--- config.mk ---
export PLATFORM = sky130hd
export DESIGN_NAME = instruction_fetch_flat
export DESIGN_NICKNAME = d
export VERILOG_FILES = /design/src/rtl/instruction_fetch_if.sv /design/src/rtl/instruction_fetch.sv /design/src/flat_wrapper.sv
export SDC_FILE = /design/constraint.sdc
export NUM_CORES = 2
export LEC_CHECK = 0
export ABC_CLOCK_PERIOD_IN_PS = 4790
export BUFFER_PORTS_ARGS = -buffer_cell sky130_fd_sc_hd__buf_4
export CELL_PAD_IN_SITES_DETAIL_PLACEMENT = 0
export CELL_PAD_IN_SITES_GLOBAL_PLACEMENT = 2
export CORE_MARGIN = 2
export CORE_UTILIZATION = 52
export CTS_BUF_LIST = sky130_fd_sc_hd__clkbuf_8
export DETAILED_ROUTE_END_ITERATION = 10
export PLACE_DENSITY = 0.81
export SLEW_MARGIN = 20
export SYNTH_ARGS = -nofsm -noshare
export SYNTH_HDL_FRONTEND = slang
export SYNTH_SLANG_ARGS = --single-unit
--- constraint.sdc ---
create_clock -name i_clk -period 4.79 [get_ports i_clk]
set_input_delay 0.479 -clock i_clk [delete_from_list [all_inputs] [get_ports i_clk]]
set_output_delay 0.479 -clock i_clk [all_outputs]
set_load 0.02 [all_outputs]
--- src/rtl/instruction_fetch_if.sv ---
// Bus between the IF stage and its surroundings: the pipeline controls from ID/hazard unit,
// the program loader from the debug/UART unit, and the IF/ID register outputs.
interface instruction_fetch_if #(
  parameter int PC_SIZE          = 32,
  parameter int INSTRUCTION_SIZE = 32
);
  logic                        i_enable;
  logic                        i_stall;
  logic                        i_branch;
  logic [PC_SIZE-1:0]          i_branch_pc;
  logic                        i_jump;
  logic [PC_SIZE-1:0]          i_jump_pc;
  logic                        i_load_valid;
  logic [7:0]                  i_load_byte;
  logic                        i_start;
  logic                        i_clear;
  logic [PC_SIZE-1:0]          o_next_seq_pc;
  logic [INSTRUCTION_SIZE-1:0] o_instruction;
  logic [PC_SIZE-1:0]          o_pc;
  logic                        o_halt;
  logic                        o_mem_full;

  modport slave (
    input  i_enable, i_stall, i_branch, i_branch_pc, i_jump, i_jump_pc,
           i_load_valid, i_load_byte, i_start, i_clear,
    output o_next_seq_pc, o_instruction, o_pc, o_halt, o_mem_full
  );

  modport master (
    output i_enable, i_stall, i_branch, i_branch_pc, i_jump, i_jump_pc,
           i_load_valid, i_load_byte, i_start, i_clear,
    input  o_next_seq_pc, o_instruction, o_pc, o_halt, o_mem_full
  );
endinterface

--- src/rtl/instruction_fetch.sv ---
// MIPS instruction fetch stage: PC register, program memory with byte-wise loader,
// and the LOAD/RUN/HALT sequencing that starts and stops the pipeline.
module instruction_fetch #(
  parameter int                          PC_SIZE          = 32,
  parameter int                          INSTRUCTION_SIZE = 32,
  parameter int                          MEM_DEPTH        = 64,
  parameter logic [INSTRUCTION_SIZE-1:0] HALT_INSTR       = 32'hFFFFFFFF
) (
  input logic                i_clk,
  input logic                i_reset,
  instruction_fetch_if.slave bus
);
  localparam int AW = $clog2(MEM_DEPTH);
  localparam int CW = AW + 1;

  typedef enum logic [1:0] {
    ST_LOAD = 2'd0,
    ST_RUN  = 2'd1,
    ST_HALT = 2'd2
  } state_t;

  state_t                      state_q, state_d;
  logic [PC_SIZE-1:0]          pc_q, pc_d;
  logic [CW-1:0]               count_q, count_d;
  logic [1:0]                  idx_q, idx_d;
  logic [23:0]                 stage_q, stage_d;
  logic [INSTRUCTION_SIZE-1:0] mem_q [MEM_DEPTH];

  logic                        mem_we;
  logic [INSTRUCTION_SIZE-1:0] mem_wdata;
  logic [AW-1:0]               word_idx;
  logic [INSTRUCTION_SIZE-1:0] fetch_word;
  logic                        mem_full;
  logic                        advance;
  logic [PC_SIZE-1:0]          pc_plus4;

  assign word_idx = pc_q[AW+1:2];
  assign mem_full = (count_q == CW'(MEM_DEPTH));
  assign pc_plus4 = pc_q + PC_SIZE'(4);
  assign advance  = (state_q == ST_RUN) && bus.i_enable && !bus.i_stall;

  // Fetch path: words beyond the loaded program read as the halt code
  always_comb begin
    fetch_word = mem_q[word_idx];
    if ({1'b0, word_idx} >= count_q) fetch_word = HALT_INSTR;
  end

  // Next-state, PC update and loader control
  always_comb begin
    state_d   = state_q;
    pc_d      = pc_q;
    count_d   = count_q;
    idx_d     = idx_q;
    stage_d   = stage_q;
    mem_we    = 1'b0;
    mem_wdata = {bus.i_load_byte, stage_q};
    if (bus.i_clear) begin
      state_d = ST_LOAD;
      pc_d    = '0;
      count_d = '0;
      idx_d   = '0;
    end else begin
      unique case (state_q)
        ST_LOAD: begin
          if (bus.i_start) begin
            // any partially assembled word is discarded
            state_d = ST_RUN;
            pc_d    = '0;
            idx_d   = '0;
          end else if (bus.i_load_valid && !mem_full) begin
            idx_d = idx_q + 2'd1;
            unique case (idx_q)
              2'd0: stage_d[7:0]   = bus.i_load_byte;
              2'd1: stage_d[15:8]  = bus.i_load_byte;
              2'd2: stage_d[23:16] = bus.i_load_byte;
              default: begin
                mem_we  = 1'b1;
                count_d = count_q + CW'(1);
              end
            endcase
          end
        end
        ST_RUN: begin
          if (advance) begin
            // a redirect means the halt code came from the wrong path
            if (bus.i_branch)                 pc_d = bus.i_branch_pc;
            else if (bus.i_jump)              pc_d = bus.i_jump_pc;
            else if (fetch_word == HALT_INSTR) state_d = ST_HALT;
            else                              pc_d = pc_plus4;
          end
        end
        default: ;
      endcase
    end
  end

  // State, PC and loader registers
  always_ff @(posedge i_clk) begin
    if (!i_reset) begin
      state_q <= ST_LOAD;
      pc_q    <= '0;
      count_q <= '0;
      idx_q   <= '0;
      stage_q <= '0;
    end else begin
      state_q <= state_d;
      pc_q    <= pc_d;
      count_q <= count_d;
      idx_q   <= idx_d;
      stage_q <= stage_d;
    end
  end

  // Program memory write port; contents survive reset
  always_ff @(posedge i_clk) begin
    if (i_reset && mem_we) mem_q[count_q[AW-1:0]] <= mem_wdata;
  end

  assign bus.o_pc          = pc_q;
  assign bus.o_next_seq_pc = pc_plus4;
  assign bus.o_instruction = (state_q == ST_RUN) ? fetch_word : '0;
  assign bus.o_halt        = (state_q == ST_HALT);
  assign bus.o_mem_full    = mem_full;
endmodule
--- src/flat_wrapper.sv ---
// flat-port wrapper written by rule: the top's interface ports become plain ports
module instruction_fetch_flat 
#(
  parameter int                          PC_SIZE          = 32,
  parameter int                          INSTRUCTION_SIZE = 32,
  parameter int                          MEM_DEPTH        = 64,
  parameter logic [INSTRUCTION_SIZE-1:0] HALT_INSTR       = 32'hFFFFFFFF
)
  (i_clk, i_reset, bus_i_enable, bus_i_stall, bus_i_branch, bus_i_branch_pc, bus_i_jump, bus_i_jump_pc, bus_i_load_valid, bus_i_load_byte, bus_i_start, bus_i_clear, bus_o_next_seq_pc, bus_o_instruction, bus_o_pc, bus_o_halt, bus_o_mem_full);
  instruction_fetch_if #(.PC_SIZE(PC_SIZE), .INSTRUCTION_SIZE(INSTRUCTION_SIZE)) bus_i ();
  input logic i_clk;
  input logic i_reset;
  input wire logic [$bits(bus_i.i_enable)-1:0] bus_i_enable;
  input wire logic [$bits(bus_i.i_stall)-1:0] bus_i_stall;
  input wire logic [$bits(bus_i.i_branch)-1:0] bus_i_branch;
  input wire logic [$bits(bus_i.i_branch_pc)-1:0] bus_i_branch_pc;
  input wire logic [$bits(bus_i.i_jump)-1:0] bus_i_jump;
  input wire logic [$bits(bus_i.i_jump_pc)-1:0] bus_i_jump_pc;
  input wire logic [$bits(bus_i.i_load_valid)-1:0] bus_i_load_valid;
  input wire logic [$bits(bus_i.i_load_byte)-1:0] bus_i_load_byte;
  input wire logic [$bits(bus_i.i_start)-1:0] bus_i_start;
  input wire logic [$bits(bus_i.i_clear)-1:0] bus_i_clear;
  output wire logic [$bits(bus_i.o_next_seq_pc)-1:0] bus_o_next_seq_pc;
  output wire logic [$bits(bus_i.o_instruction)-1:0] bus_o_instruction;
  output wire logic [$bits(bus_i.o_pc)-1:0] bus_o_pc;
  output wire logic [$bits(bus_i.o_halt)-1:0] bus_o_halt;
  output wire logic [$bits(bus_i.o_mem_full)-1:0] bus_o_mem_full;
  assign bus_i.i_enable = bus_i_enable;
  assign bus_i.i_stall = bus_i_stall;
  assign bus_i.i_branch = bus_i_branch;
  assign bus_i.i_branch_pc = bus_i_branch_pc;
  assign bus_i.i_jump = bus_i_jump;
  assign bus_i.i_jump_pc = bus_i_jump_pc;
  assign bus_i.i_load_valid = bus_i_load_valid;
  assign bus_i.i_load_byte = bus_i_load_byte;
  assign bus_i.i_start = bus_i_start;
  assign bus_i.i_clear = bus_i_clear;
  assign bus_o_next_seq_pc = bus_i.o_next_seq_pc;
  assign bus_o_instruction = bus_i.o_instruction;
  assign bus_o_pc = bus_i.o_pc;
  assign bus_o_halt = bus_i.o_halt;
  assign bus_o_mem_full = bus_i.o_mem_full;
  instruction_fetch #(.PC_SIZE(PC_SIZE), .INSTRUCTION_SIZE(INSTRUCTION_SIZE), .MEM_DEPTH(MEM_DEPTH), .HALT_INSTR(HALT_INSTR)) u_core (.i_clk(i_clk), .i_reset(i_reset), .bus(bus_i));
endmodule
==> After elaboration in Yosys (flattened, before gate mapping) <==
Memory sizes are Yosys's and may differ from the RTL's. A register that Yosys moved wholly into a read port is not among the register bits.
Cells that the tools add are included.
{ "classes": {"add_sub_neg": 3, "magnitude_cmp": 1, "eq_ne": 12, "n_mux": 25, "n_bitwise": 4, "n_reduce_logical": 19} }
{ "op_table": {"columns": ["operator", "count"], "rows": [
  ["$mux W32", 7],
  ["$pmux W32 S2", 1],
  ["$add A32 B3 Y32 const B", 1],
  ["$eq A32 B32 Y1 const B", 1],
  ["$reduce_and A5 Y1", 3],
  ["$mux W2", 7],
  ["$mux W6", 2],
  ["$ne A2 B2 Y1 const B", 4],
  ["$reduce_and A4 Y1", 2],
  ["$add A7 B1 Y7 const B", 1],
  ["$eq A7 B7 Y1 const B", 1],
  ["$ge A6 B7 Y1", 1],
  ["$mux W1", 7],
  ["$reduce_and A6 Y1", 1],
  ["$eq A2 B1 Y1 const B", 2],
  ["$eq A2 B2 Y1 const B", 2],
  ["$logic_and A1 B1 Y1", 4],
  ["$logic_not A2 Y1", 2],
  ["$ne A4 B4 Y1 const B", 1],
  ["$not A1 Y1", 4],
  ["$pmux W2 S2", 1],
  ["$reduce_bool A2 Y1", 2],
  ["$reduce_or A3 Y1", 1],
  ["$add A2 B1 Y2 const B", 1],
  ["other kinds (4)", 5]
]} }
{ "totals": {"regBits": 67, "ram_bits": 2048, "inputBits": 81, "out_inout_bits": 98, "word_cells": 72, "mem_count": 1} }
{ "memory_table": {"columns": ["memory", "words", "width", "rd", "rd_clocked_by_memory_dff", "write_ports", "line", "rtl"], "rows": [
  ["u_core.mem_q", 64, 32, 1, 1, 1, "instruction_fetch.sv:27", "logic [INSTRUCTION_SIZE-1:0] mem_q [MEM_DEPTH];"]
]} }

==> Depth between registers and ports, before layout <==
{ "depth": {"depth_word": 10, "depth_mapped": 17, "ltp_nobuf": 12} }

==> Worst setup path after synthesis <==
No wires, ideal clock.
{ "synth_path": {"kind": "register -> register", "startpoint": "register u_core.count_q[3]", "endpoint": "memory u_core.mem_q[31][0], enable pin", "setup_ns": 0.423, "t_arrival_ns": 3.826, "required_time_ns": 4.367, "setup_slack_ns": 0.541, "path_stages_with_launch": 12, "path_buffers": 2, "period_less_slack_ns": 4.249, "path_cell_list": "dfxtp_1 -> clkbuf_1 -> inv_1 -> nand3_1 -> nor3_1 -> nand2b_1 -> nor4_1 -> and2_1 -> clkbuf_1 -> and3_1 -> nand3_1 -> nor2_1"} }
{ "synth_between": {"elab_chain_len": 10} }
{ "synth_lines": {"columns": ["element", "line", "rtl"], "rows": [
  ["start, declared", "instruction_fetch.sv:24", "logic [CW-1:0] count_q, count_d;"],
  ["start signal, assigned", "instruction_fetch.sv:108", "count_q <= count_d;"],
  ["$eq A7 B7 Y1", "instruction_fetch.sv:38", "assign mem_full = (count_q == CW'(MEM_DEPTH));"],
  ["via bus_o_mem_full", "flat_wrapper.sv:27", "output wire logic [$bits(bus_i.o_mem_full)-1:0] bus_o_mem_full;"],
  ["$logic_not A1 Y1", "instruction_fetch.sv:70", "end else if (bus.i_load_valid && !mem_full) begin"],
  ["$logic_and A1 B1 Y1", "instruction_fetch.sv:70", null],
  ["$mux W1", "instruction_fetch.sv:70", null],
  ["$mux W1", "instruction_fetch.sv:65", "if (bus.i_start) begin"],
  ["$mux W1", "instruction_fetch.sv:63", "unique case (state_q)"],
  ["$mux W1", "instruction_fetch.sv:57", "if (bus.i_clear) begin"],
  ["$logic_and A1 B1 Y1", "instruction_fetch.sv:116", "if (i_reset && mem_we) mem_q[count_q[AW-1:0]] <= mem_wdata;"],
  ["$mux W1", "instruction_fetch.sv:116", null],
  ["$mux W1 (not written as such)", "instruction_fetch.sv:116", null],
  ["end, declared", "instruction_fetch.sv:27", null]
]} }
The timed path passes the listed nets, and every way through them passes these cells.

==> flow_summary_export.csv <==
group,metric,value,unit
outcome,status,"completed",
yosys,synth_top_area_cell,"edfxtp_1",
timing,fin_skew,0.0755,ns
power,clockPowerShare,0.412,
placed_design,dpl_worst_slack,0.0558,ns
worst_hold_path,holdPathStages,5,
yosys,synth-edff-count,2048,
layout,multi_input_area,0.0196,mm2
global_routing,grt_pass1_vias,45300,
clocking,numCtsBuffers,349,
yosys,synth_cell_types,88,
timing,holdWs,0.101,ns
yosys,yosys.area.top_type_share,0.732,
clocking,cts-root-buf,"clkbuf_8",
timing,finalHoldViolCount,0,
timing,period_share,0.978,
layout,syn_to_final_growth,15.5,%
power,p_leak,31.5,nW
layout,regArea,0.0631,mm2
clocking,cts_tree,"yes",
critical_path,r2r_slack,0.27,ns
yosys,syn_nets,4172,
critical_path,path_max_fanout,15,
placed_design,dp_cells,6466,
detailed_routing,via_per_inst,6.40,
timing,period_minus_slack,4.69,ns
die,die_h,406,um
flow_run,cap_violations,0,
yosys,async_reset_ff_frac,0,
yosys,synth_seq_area_share,0.749,
yosys,synthTopCellsByArea,"edfxtp_1 73%, mux4_2 12%, mux2i_1 2.9%, dfxtp_1 1.7%, nor2_1 0.71%",
die,io_pins,179,
die,die_x,406,um
critical_path,crit_path_start_kind,"flip-flop",
clocking,clkSlewWorstSetupHoldPaths,0.06,ns
placed_design,placed_area,0.0898,mm2
clocking,clkLatencyLatePin,1.07,ns
timing,rsz0062_at_grt,"no",
layout,final_cells,7154,
global_routing,grt_max_degree,68,
yosys,yosys_warnings,0,
detailed_routing,totalWireLength,247,mm
timing,layout_setup_ws,0.103,ns
timing,tightestPinTransition,1.20,ns
worst_hold_path,hp-start,"bus_i_enable",
placed_design,place_congestion,0.823,
power,p_sw,7.33,mW
clocking,clk_path_buf_depth,4,
power,p_per_area,362,mW/mm2
timing,setup_violations,0,
clocking,htree_levels,5,
detailed_routing,ant_nets,0,
layout,utilization,0.604,
power,switching_share,0.209,
die,dieArea,0.165,mm2
timing,clock.fmax,213,MHz
detailed_routing,num_vias,45800,
critical_path,critical_path_class,"reg -> out",
worst_hold_path,whs_endpoint,"u_core.state_q[1]",
yosys,syn_avg_cell_area,20.6,um2
critical_path,crit_required,4.31,ns
global_routing,grt_usage,0.302,
layout,drive_above_1_share,0.303,
critical_path,reg2regPathDepth,13,
power,power_frac_comb,0.013,
layout,design_area,0.0970,mm2
detailed_routing,avgRoutedWirePerCell,34.5,um
yosys,synthesis.area,0.0840,mm2
yosys,syn_inst,4078,
die,start_util,0.523,
placed_design,hpwl,141,mm
global_routing,overflow,0,
clocking,cts_sinks,2121,
timing,slew-limit-headroom,0.200,
critical_path,critPathCaptureType,"output port",
power,pwr-share-seq,0.575,
die,coreArea,0.161,mm2
layout,fin_nets,4843,
worst_hold_path,holdCritPathClass,"in -> reg",
detailed_routing,firstDrtPassIters,6,
die,rows,147,
placed_design,port_buffers,178,
power,irDropWorstVdd,0.334,mV
timing,tns,0,ns
detailed_routing,drt_iter0_markers,6643,
critical_path,cp_data_arrival_time,4.21,ns
detailed_routing,drc,0,
timing,slew_violations,0,
power,intPower,27.8,mW
layout,fillers,11500,
global_routing,grt_pass1_wl,342,mm
power,p_total,35.1,mW
global_routing,antenna_found_initial,9,
yosys,ys.flop_type,"edfxtp_1",
yosys,ys_ff_latch,2121,
## area by class of cell
cell class	count	area share
flip-flops and latches	2121	0.650
multi-input cells	1704	0.202
repair buffers	551	0.0553
clock buffers	369	0.0523
well taps	2160	0.0279
clock inverters	226	0.0113
inverters	22	0.00104
diodes	1	0.0000258
## worst max path at each step
stage | end | slack, ns | cells past startpoint
2_1_floorplan | u_core.mem_q[31][0] | 0.54 | 11
4_1_cts | bus_o_instruction[31] | 0.003 | 12
3_5_place_dp | flip-flop | 0.06 | 15
6_report | bus_o_instruction[12] | 0.10 | 10
3_3_place_gp | flip-flop | 0.09 | 15
5_1_grt | bus_o_instruction[22] | 0.004 | 9
## kinds of logic (layout without fill, tap and decap cells)
kind of cell | after synthesis | after routing | share of synthesized area
and+or+nand+nor | 500 | 500 | 0.0278
muxes | 725 | 725 | 0.156
other | 0 | 1 | 0
adders and majority gates | 13 | 13 | 0.00194
AOI/OAI and AO/OA | 433 | 433 | 0.0380
buffers and inverters | 253 | 1168 | 0.0237
xor gates and xnor gates | 33 | 33 | 0.00344
DFF | 2121 | 2121 | 0.749
## state kept, by name (all words and copies together), names as in the netlist, named ones only
name             flops
u_core.stage_q      24
u_core.mem_q      2048
u_core.count_q       7
u_core.state_q       2
u_core.bus.o_pc     32
u_core.idx_q         2
## repair_timing
| item | 4_1_cts | 5_1_grt |
|---|---|---|
| endpoints found under the hold margin | 518 | 0 |
| buffers inserted | 11 | 0 |
| endpoints found under the setup margin | 31 | 12 |
| resized for setup | 6 | 12 |
| hold buffers | 81 | 0 |
## critical path: stages, from the launching register on
cell and delay [ns]:
dfxtp_4 0.53, buf_4 0.34, and2_1 0.56, buf_4 0.27, a22oi_1 0.10, nand3_1 0.14, nand2_1 0.08, nor4_1 0.55
buf_4 0.28, a21oi_1 0.08, buf_4 0.19
## layout by cell type (no fill, tap or decap), types with 38 or more instances in the layout
cell           Yosys  routed
inv_1             17     129
nor2_4             0      64
buf_12            20      79
nand3_1           87      87
a22oi_1           71      71
dfxtp_1           73      45
clkbuf_8           1     369
clkinv_1           3      68
mux4_2           439     439
o22ai_1           38      38
nor2_1           158      93
mux2i_1          245     245
edfxtp_1        2048    2048
buf_4             31     386
a21oi_1          106     101
nand2_1          149     147
dlygate4sd3_1      2      81
## layer usage
metal,GRT usage,wire (um),part of all wire,vias to the layer above
met4,0.107,8760,0.036,4
met1,0.431,95500,0.39,24000
met2,0.462,114000,0.46,2945
met3,0.0692,28500,0.12,446
met5,0,34,0.00014,-
li1,-,-,-,18400
## cell usage after synthesis (13+ instances only)
library cell and n:
buf_4 31, a21boi_0 26, a21oi_1 106, buf_8 13
dfxtp_1 73, nand3_1 87, nor2b_1 15, a22oi_1 71
nor3_1 17, mux2_2 21, o21ai_0 36, buf_12 20
o2bb2ai_2 30, inv_1 17, ha_1 13, xnor2_1 22
nand2_1 149, mux4_2 439, mux2i_1 245, o221ai_1 29
edfxtp_1 2048, nor2_1 158, mux4_1 20, clkbuf_1 59
buf_6 46, a31oi_1 13, o22ai_1 38, buf_2 44
## power by group through the flow
stage          clock, mW  sequential [mW]  combinational [mW]
4_1_cts             14.6             20.2               0.468
3_5_place_dp           0             20.6               0.408
6_report            14.5             20.2               0.472
2_1_floorplan          0             20.6               0.189
3_3_place_gp           0             20.6               0.402
5_1_grt             15.4             20.2               0.501
(Power assumes the default switching activity.)
